$ cat config.mk
export PLATFORM = sky130hd
export DESIGN_NAME = printer_arbiter
export DESIGN_NICKNAME = d
export VERILOG_FILES = /design/src/rtl/printer_arbiter.sv
export SDC_FILE = /design/constraint.sdc
export NUM_CORES = 1
export LEC_CHECK = 0
export ABC_AREA = 1
export BUFFER_PORTS_ARGS = -buffer_cell sky130_fd_sc_hd__buf_2
export CAP_MARGIN = 15
export CELL_PAD_IN_SITES_DETAIL_PLACEMENT = 0
export CELL_PAD_IN_SITES_GLOBAL_PLACEMENT = 1
export CORE_UTILIZATION = 38
export DETAILED_ROUTE_END_ITERATION = 6
export PLACE_DENSITY = 0.81
export SYNTH_ARGS = -nofsm -noshare
export SYNTH_HDL_FRONTEND = slang
export SYNTH_SLANG_ARGS = --single-unit
$ cat constraint.sdc
create_clock -name clock -period 2 [get_ports clock]
set_input_delay 0 -clock clock [delete_from_list [all_inputs] [get_ports clock]]
set_output_delay 0 -clock clock [all_outputs]
set_load 0.05 [all_outputs]
$ cat src/rtl/printer_arbiter.sv
// printer_arbiter: round-robin sharing of one character printer among N_REQ requesters,
// driving the printer FGO/data handshake with an optional SEND timeout.
`default_nettype none

module printer_arbiter #(
    parameter int N_REQ   = 4,
    parameter int TIMEOUT = 1024
) (
    input  logic               clock,
    input  logic               reset_n,
    input  logic [N_REQ-1:0]   req_in,
    input  logic [8*N_REQ-1:0] data_in,
    output logic [N_REQ-1:0]   grant_out,
    output logic [N_REQ-1:0]   done_out,
    output logic [7:0]         data_out,
    output logic               fgo_out,
    input  logic               clear_in,
    output logic               busy_out,
    output logic               error_out
);

    localparam int PW  = $clog2(N_REQ);
    localparam int PW1 = PW + 1;
    localparam int CW  = (TIMEOUT > 0) ? $clog2(TIMEOUT + 1) : 1;
    localparam bit TO_EN = (TIMEOUT != 0);
    localparam logic [CW-1:0]    CNT_LAST = CW'((TIMEOUT > 0) ? TIMEOUT - 1 : 0);
    localparam logic [CW-1:0]    CNT_MAX  = '1;
    localparam logic [N_REQ-1:0] ONE      = N_REQ'(1);
    localparam logic [PW1-1:0]   N_WIDE   = PW1'(N_REQ);

    typedef enum logic [2:0] {
        IDLE  = 3'd0,
        SEND  = 3'd1,
        ACK   = 3'd2,
        DONE  = 3'd3,
        ABORT = 3'd4
    } state_t;

    state_t            state, state_nx;
    logic [PW-1:0]     winner, winner_nx;
    logic [PW-1:0]     pointer, pointer_nx;
    logic [CW-1:0]     counter, counter_nx;
    logic [N_REQ-1:0]  grant_nx, done_nx;
    logic [7:0]        data_nx;
    logic              fgo_nx, busy_nx, error_nx;

    logic              found;
    logic [PW-1:0]     pick;
    logic [7:0]        pick_data;
    logic [PW1-1:0]    slot;
    logic [PW-1:0]     ptr_after;

    // Rotating priority search: slot walks pointer, pointer+1, ... modulo N_REQ.
    always_comb begin
        found     = 1'b0;
        pick      = '0;
        pick_data = '0;
        slot      = '0;
        for (int i = 0; i < N_REQ; i++) begin
            slot = {1'b0, pointer} + PW1'(i);
            if (slot >= N_WIDE) begin
                slot = slot - N_WIDE;
            end
            if (!found && req_in[slot[PW-1:0]]) begin
                found     = 1'b1;
                pick      = slot[PW-1:0];
                pick_data = data_in[{slot[PW-1:0], 3'b000} +: 8];
            end
        end
    end

    assign ptr_after = (winner == PW'(N_REQ - 1)) ? '0 : winner + 1'b1;

    always_comb begin
        state_nx   = state;
        winner_nx  = winner;
        pointer_nx = pointer;
        counter_nx = counter;
        grant_nx   = grant_out;
        done_nx    = '0;
        data_nx    = data_out;
        fgo_nx     = fgo_out;
        error_nx   = 1'b0;
        case (state)
            IDLE: begin
                // A clear_in still high here is the tail of the previous ack, not a new one.
                if (found && !clear_in) begin
                    state_nx   = SEND;
                    winner_nx  = pick;
                    grant_nx   = ONE << pick;
                    data_nx    = pick_data;
                    fgo_nx     = 1'b0;
                    counter_nx = '0;
                end
            end
            SEND: begin
                counter_nx = (counter == CNT_MAX) ? counter : counter + 1'b1;
                if (clear_in) begin
                    state_nx = ACK;
                    fgo_nx   = 1'b1;
                end else if (TO_EN && counter == CNT_LAST) begin
                    state_nx   = ABORT;
                    fgo_nx     = 1'b1;
                    grant_nx   = '0;
                    error_nx   = 1'b1;
                    counter_nx = '0;
                end
            end
            ACK: begin
                if (!clear_in) begin
                    state_nx   = DONE;
                    done_nx    = ONE << winner;
                    grant_nx   = '0;
                    counter_nx = '0;
                end
            end
            DONE: begin
                state_nx   = IDLE;
                pointer_nx = ptr_after;
            end
            ABORT: begin
                state_nx   = IDLE;
                pointer_nx = ptr_after;
            end
            default: begin
                state_nx = IDLE;
                fgo_nx   = 1'b1;
                grant_nx = '0;
            end
        endcase
        busy_nx = (state_nx != IDLE);
    end

    always_ff @(posedge clock) begin
        if (!reset_n) begin
            state     <= IDLE;
            winner    <= '0;
            pointer   <= '0;
            counter   <= '0;
            grant_out <= '0;
            done_out  <= '0;
            data_out  <= '0;
            fgo_out   <= 1'b1;
            busy_out  <= 1'b0;
            error_out <= 1'b0;
        end else begin
            state     <= state_nx;
            winner    <= winner_nx;
            pointer   <= pointer_nx;
            counter   <= counter_nx;
            grant_out <= grant_nx;
            done_out  <= done_nx;
            data_out  <= data_nx;
            fgo_out   <= fgo_nx;
            busy_out  <= busy_nx;
            error_out <= error_nx;
        end
    end

endmodule

`default_nettype wire
After elaboration in Yosys (flattened, before gate mapping):

Index checks and enable logic that the tools add are counted.

* register bits after elaboration: 37
* input bits: 39
* output and inout bits: 19
* logic and storage cells: 115

* add/sub/neg operators: 9
* order comparisons: 8
* equal/unequal tests: 12
* shift operators: 6
* multiplexer cells: 46
* bitwise operators: 5
* reduce and logical (&&, ||, !) cells: 19

Operators with widths (number)
* $shiftx 32x6->8: 4
* $mux 11: 5
* $pmux 11 s3: 1
* $mux 8: 4
* $mux 2: 9
* $mux 4: 4
* $pmux 4 s4: 1
* $lt 2x3->1 const B: 4
* $mux 1: 12
* $mux 3: 4
* $add 11x1->11 const B: 1
* $eq 11x10->1 const B: 1
* $eq 11x11->1 const B: 1
* $ge 3x3->1 const B: 3
* $pmux 3 s3: 1
* $reduce_or 3->1: 3
* $bmux 1 s2: 4
* $ne 2x2->1 const B: 4
* $shl 1x2->4 const A: 2
* $sub 2x1->2 const B: 4
* $add 2x2->3 const B: 2
* $eq 3x2->1 const B: 2
* $reduce_and 3->1: 2
* $reduce_bool 3->1: 2
* other kinds (15): 25

Logic depth before layout (Yosys ltp):

* depth in word-level cells: 18
* mapped depth: 14
* gate-level depth less buffers: 12

Worst setup path before layout:

No wires, ideal clock.

* path type: flip-flop to flip-flop
* start: reg counter[1]
* end: reg grant_out[3]
* setup time: 0.141 ns
* data arrival time: 1.494 ns
* required time: 1.859 ns
* slack: 0.365 ns
* stages on the path, launching flop included: 11
* buffers on the path: 0
* period minus slack after synthesis: 1.635 ns
* cells stage by stage: dfxtp_1 ha_1 nand2_1 nor2_1 nand3_1 nand2_1 nand2_1 nor2_1 nand2_1 nand2_1 a21oi_1

* cells in the longest elaborated chain, start to end: 3

RTL lines
* from (decl): RTL line 42 `logic [CW-1:0] counter, counter_nx;`
* from (signal assigned): RTL line 150 `counter <= counter_nx;`
* $eq 11x10->1: RTL line 101 `end else if (TO_EN && counter == CNT_LAST) begin`
* $ne 2x2->1 (no source line)
* $reduce_and 5->1 (no source line)
* to (signal assigned): RTL line 151 `grant_out <= grant_nx;`
* to (decl): RTL line 13 `output logic [N_REQ-1:0] grant_out,`

Every way passes these cells.
A chain may end at the register's enable or synchronous reset.

Final worst setup path:

* start: reg pointer[0]
* end: reg data_out[5]

* cells in the longest elaborated chain, start to end: 16
* elaborated cells on any way between the ends: 43
* classes of those cells: add/sub: 7; order compare: 4; shift: 4; mux: 20; reduce/logical: 8

RTL lines
* from (decl): RTL line 41 `logic [PW-1:0] pointer, pointer_nx;`
* from (signal assigned): RTL line 149 `pointer <= pointer_nx;`
* parallel branches: the longest is 16 deep, another holds $add 2x1->3
* to (signal assigned): RTL line 153 `data_out <= data_nx;`
* to (decl): RTL line 15 `output logic [7:0] data_out,`

Several ways; the timed one is not identified. The select of a mux whose other input is x is not followed.

==> flow_summary.json <==
{
  "whs_path_depth": 2,
  "start_util": 0.396,
  "final_cell_count_no_fill": 651,
  "die_h_microns": 89.5,
  "min_from": "clear_in",
  "dp_cells": 643,
  "synth_seq_cells": 37,
  "swShare": 0.430,
  "min_path_type": "input port to register",
  "p_int_w": 0.00164,
  "grt_pass1_wl_mm": 12.2,
  "dp_hpwl_mm": 5.77,
  "ios": 58,
  "postRouteAntennaNets": 0,
  "drive_gt1_frac": 0.217,
  "critical_path_required_ns": 2.22,
  "setup_tns_ns": 0,
  "status": "finished clean",
  "cap_violations": 0,
  "p_comb_frac": 0.465,
  "cts_made_buffers": 5,
  "power.net_switching_w": 0.00124,
  "period_minus_slack_ns": 1.84,
  "reg2reg_depth": 11,
  "clkLatencyLatePin_ns": 0.29,
  "cts_max_path_buffers": 2,
  "die_w_microns": 89.5,
  "rows": 31,
  "critical_path_class": "register to register",
  "clkPwrFrac": 0.236,
  "htreeDepth": 2,
  "power_frac_seq": 0.299,
  "cts_setup_buffers": 0,
  "skew_ns": 0.0137,
  "gr-total-overflow": 0,
  "coreArea_sq_um": 7330,
  "max_freq_ghz": 0.545,
  "via_count": 3115,
  "synth.distinct_cells": 38,
  "endpoint_kind": "register",
  "whs_ns": 0.00990,
  "synth_common_cells": "nand2_1, o21ai_0, nor2_1",
  "wl_per_cell_microns": 11.0,
  "finalSetupViolCount": 0,
  "hold_viol_final": 0,
  "cts_resized": 0,
  "place_congestion": 0.888,
  "synth_top_area_frac": 0.255,
  "synth.avg_cell_area_sq_um": 5.97,
  "max_slew.worst_pin.slew_ns": 0.466,
  "gr-usage-all-layers": 0.194,
  "cts_tree": "yes",
  "synth_seq_area_share": 0.255,
  "peakVddDrop_uv": 240,
  "nets": 592,
  "ys_warn_count": 0,
  "syn2layout_area_growth_pct": 20.2,
  "path_max_fanout": 19,
  "synth-async-reset-ratio": 0,
  "syn-num-nets": 528,
  "timing.rr.start": "pointer[0]",
  "ys_top_cells_by_area": "dfxtp_1, nand2_1, o21ai_0",
  "worstSetupStartpointType": "register",
  "drt_iter0_drc": 83,
  "wl_mm": 7.18,
  "yosysMostFrequentCell": "nand2_1",
  "synth_ff_type": "dfxtp_1",
  "via_per_inst": 4.78,
  "regToRegSetupSlack_ns": 0.16,
  "rsz0062_at_grt": "yes",
  "antenna_found_initial": 0,
  "clk_pin_slew_worst_paths_ns": 0.08,
  "ctsHoldBuffers": 0,
  "reg2reg_to": "data_out[5]",
  "numPortBuffers": 57,
  "synth_largest_area_cell": "dfxtp_1",
  "synth_edf_count": 0,
  "grt_max_degree": 49,
  "clkSinkCount": 37,
  "dieArea_sq_um": 8000,
  "hold_end": "state[2]",
  "crit_arrival_ns": 2.06,
  "drc_errors": 0,
  "dr.pass1.iters": 4,
  "final_util": 0.477,
  "n_antenna_cell": 0,
  "p_per_area_nw_per_um2": 826,
  "grt_pass1_vias": 2700,
  "synthCells": 487,
  "clock-root-buffer": "clkbuf_8",
  "slew_headroom": 0.688,
  "period_share": 0.918,
  "leakage_nw": 1.71,
  "synth_area_sq_um": 2910,
  "slew_viol_final": 0
}
## worst max path at each step
stage | from | endpoint
after detailed placement | pointer[1] | counter[4]
after global placement | pointer[0] | counter[3]
after CTS | pointer[1] | counter[4]
final | pointer[0] | data_out[5]
after floorplan | counter[1] | grant_out[3]
after global routing | counter[1] | grant_out[3]
## per-stage QoR
step	total power [W]	setup slack, ns	cell area [sq um]
after floorplan	0.00190	0.365	2910
after global placement	0.00220	0.186	3370
after detailed placement	0.00222	0.145	3370
after CTS	0.00289	0.104	3490
after global routing	0.00312	-0.0182	3490
final	0.00288	0.164	3490
## power groups by stage
stage               Combinational, W  Sequential (W)  Clock [W]
floorplan                   0.000859         0.00104          0
global placement             0.00132        0.000878          0
detailed placement           0.00134        0.000878          0
CTS                          0.00134        0.000862   0.000689
global route                 0.00152        0.000872   0.000732
finish                       0.00134        0.000862   0.000680
## logic make-up after synthesis
group           synth area share
fa+ha+maj                0.00861
xor+xnor                  0.0151
buf+inv                    0.102
simple gates               0.399
flops                      0.255
mux                       0.0276
compound gates             0.194
## area by class of cell
| type | instances | area [sq um] |
|---|---|---|
| clock buffer | 6 | 82.6 |
| clock inverter | 2 | 37.5 |
| fill | 765 | 3840 |
| inverter | 48 | 180 |
| multi-input combinational | 380 | 1880 |
| sequential | 37 | 743 |
| tap | 99 | 124 |
| timing repair buffer | 79 | 450 |
## worst max-delay path: stages, from the launching register on
cell and delay (ns):
dfxtp_2 0.35, inv_2 0.21, nand2_2 0.11, nand2_4 0.16
nand2_2 0.09, nand2_4 0.10, nor2_8 0.05, nand3_4 0.06
nand3_2 0.11, inv_1 0.29, o21ai_1 0.11, nor2_1 0.11
## registers in the layout, indices dropped and copies added, names as in the netlist
register / cells
error_out: 1
data_out: 8
counter: 11
winner: 2
busy_out: 1
pointer: 2
state: 3
fgo_out: 1
grant_out: 4
done_out: 4
## placed cells by master (no fill, tap or decap), drive strengths merged
cell type  Yosys  routed
or2            1       1
o211ai         3       3
nand3b         1       1
a21oi         20      20
a21boi         1       1
o2111ai        2       2
o21ai         75      75
inv           47      47
nand2        159     159
o21bai         1       1
mux2i          8       8
ha             2       2
buf           13      79
bufinv         0       1
xnor2          2       2
dfxtp         37      37
clkbuf         9       6
nand4          1       1
nor4           2       2
clkinv         1       1
clkinvlp       0       1
nor3          23      23
xor2           3       3
nand3         23      23
nor2          52      52
a31oi          1       1
## metal layers
| metal | vias up | global-route usage | wire length, microns | share of wire |
|---|---|---|---|---|
| met5 | - | 0 | 0 | 0 |
| met4 | 0 | 0.0548 | 72 | 0.010 |
| li1 | 1702 | - | - | - |
| met2 | 82 | 0.327 | 3290 | 0.46 |
| met3 | 5 | 0.0203 | 351 | 0.049 |
| met1 | 1326 | 0.263 | 3470 | 0.48 |
No activity file was read; power rests on OpenSTA's default activity.
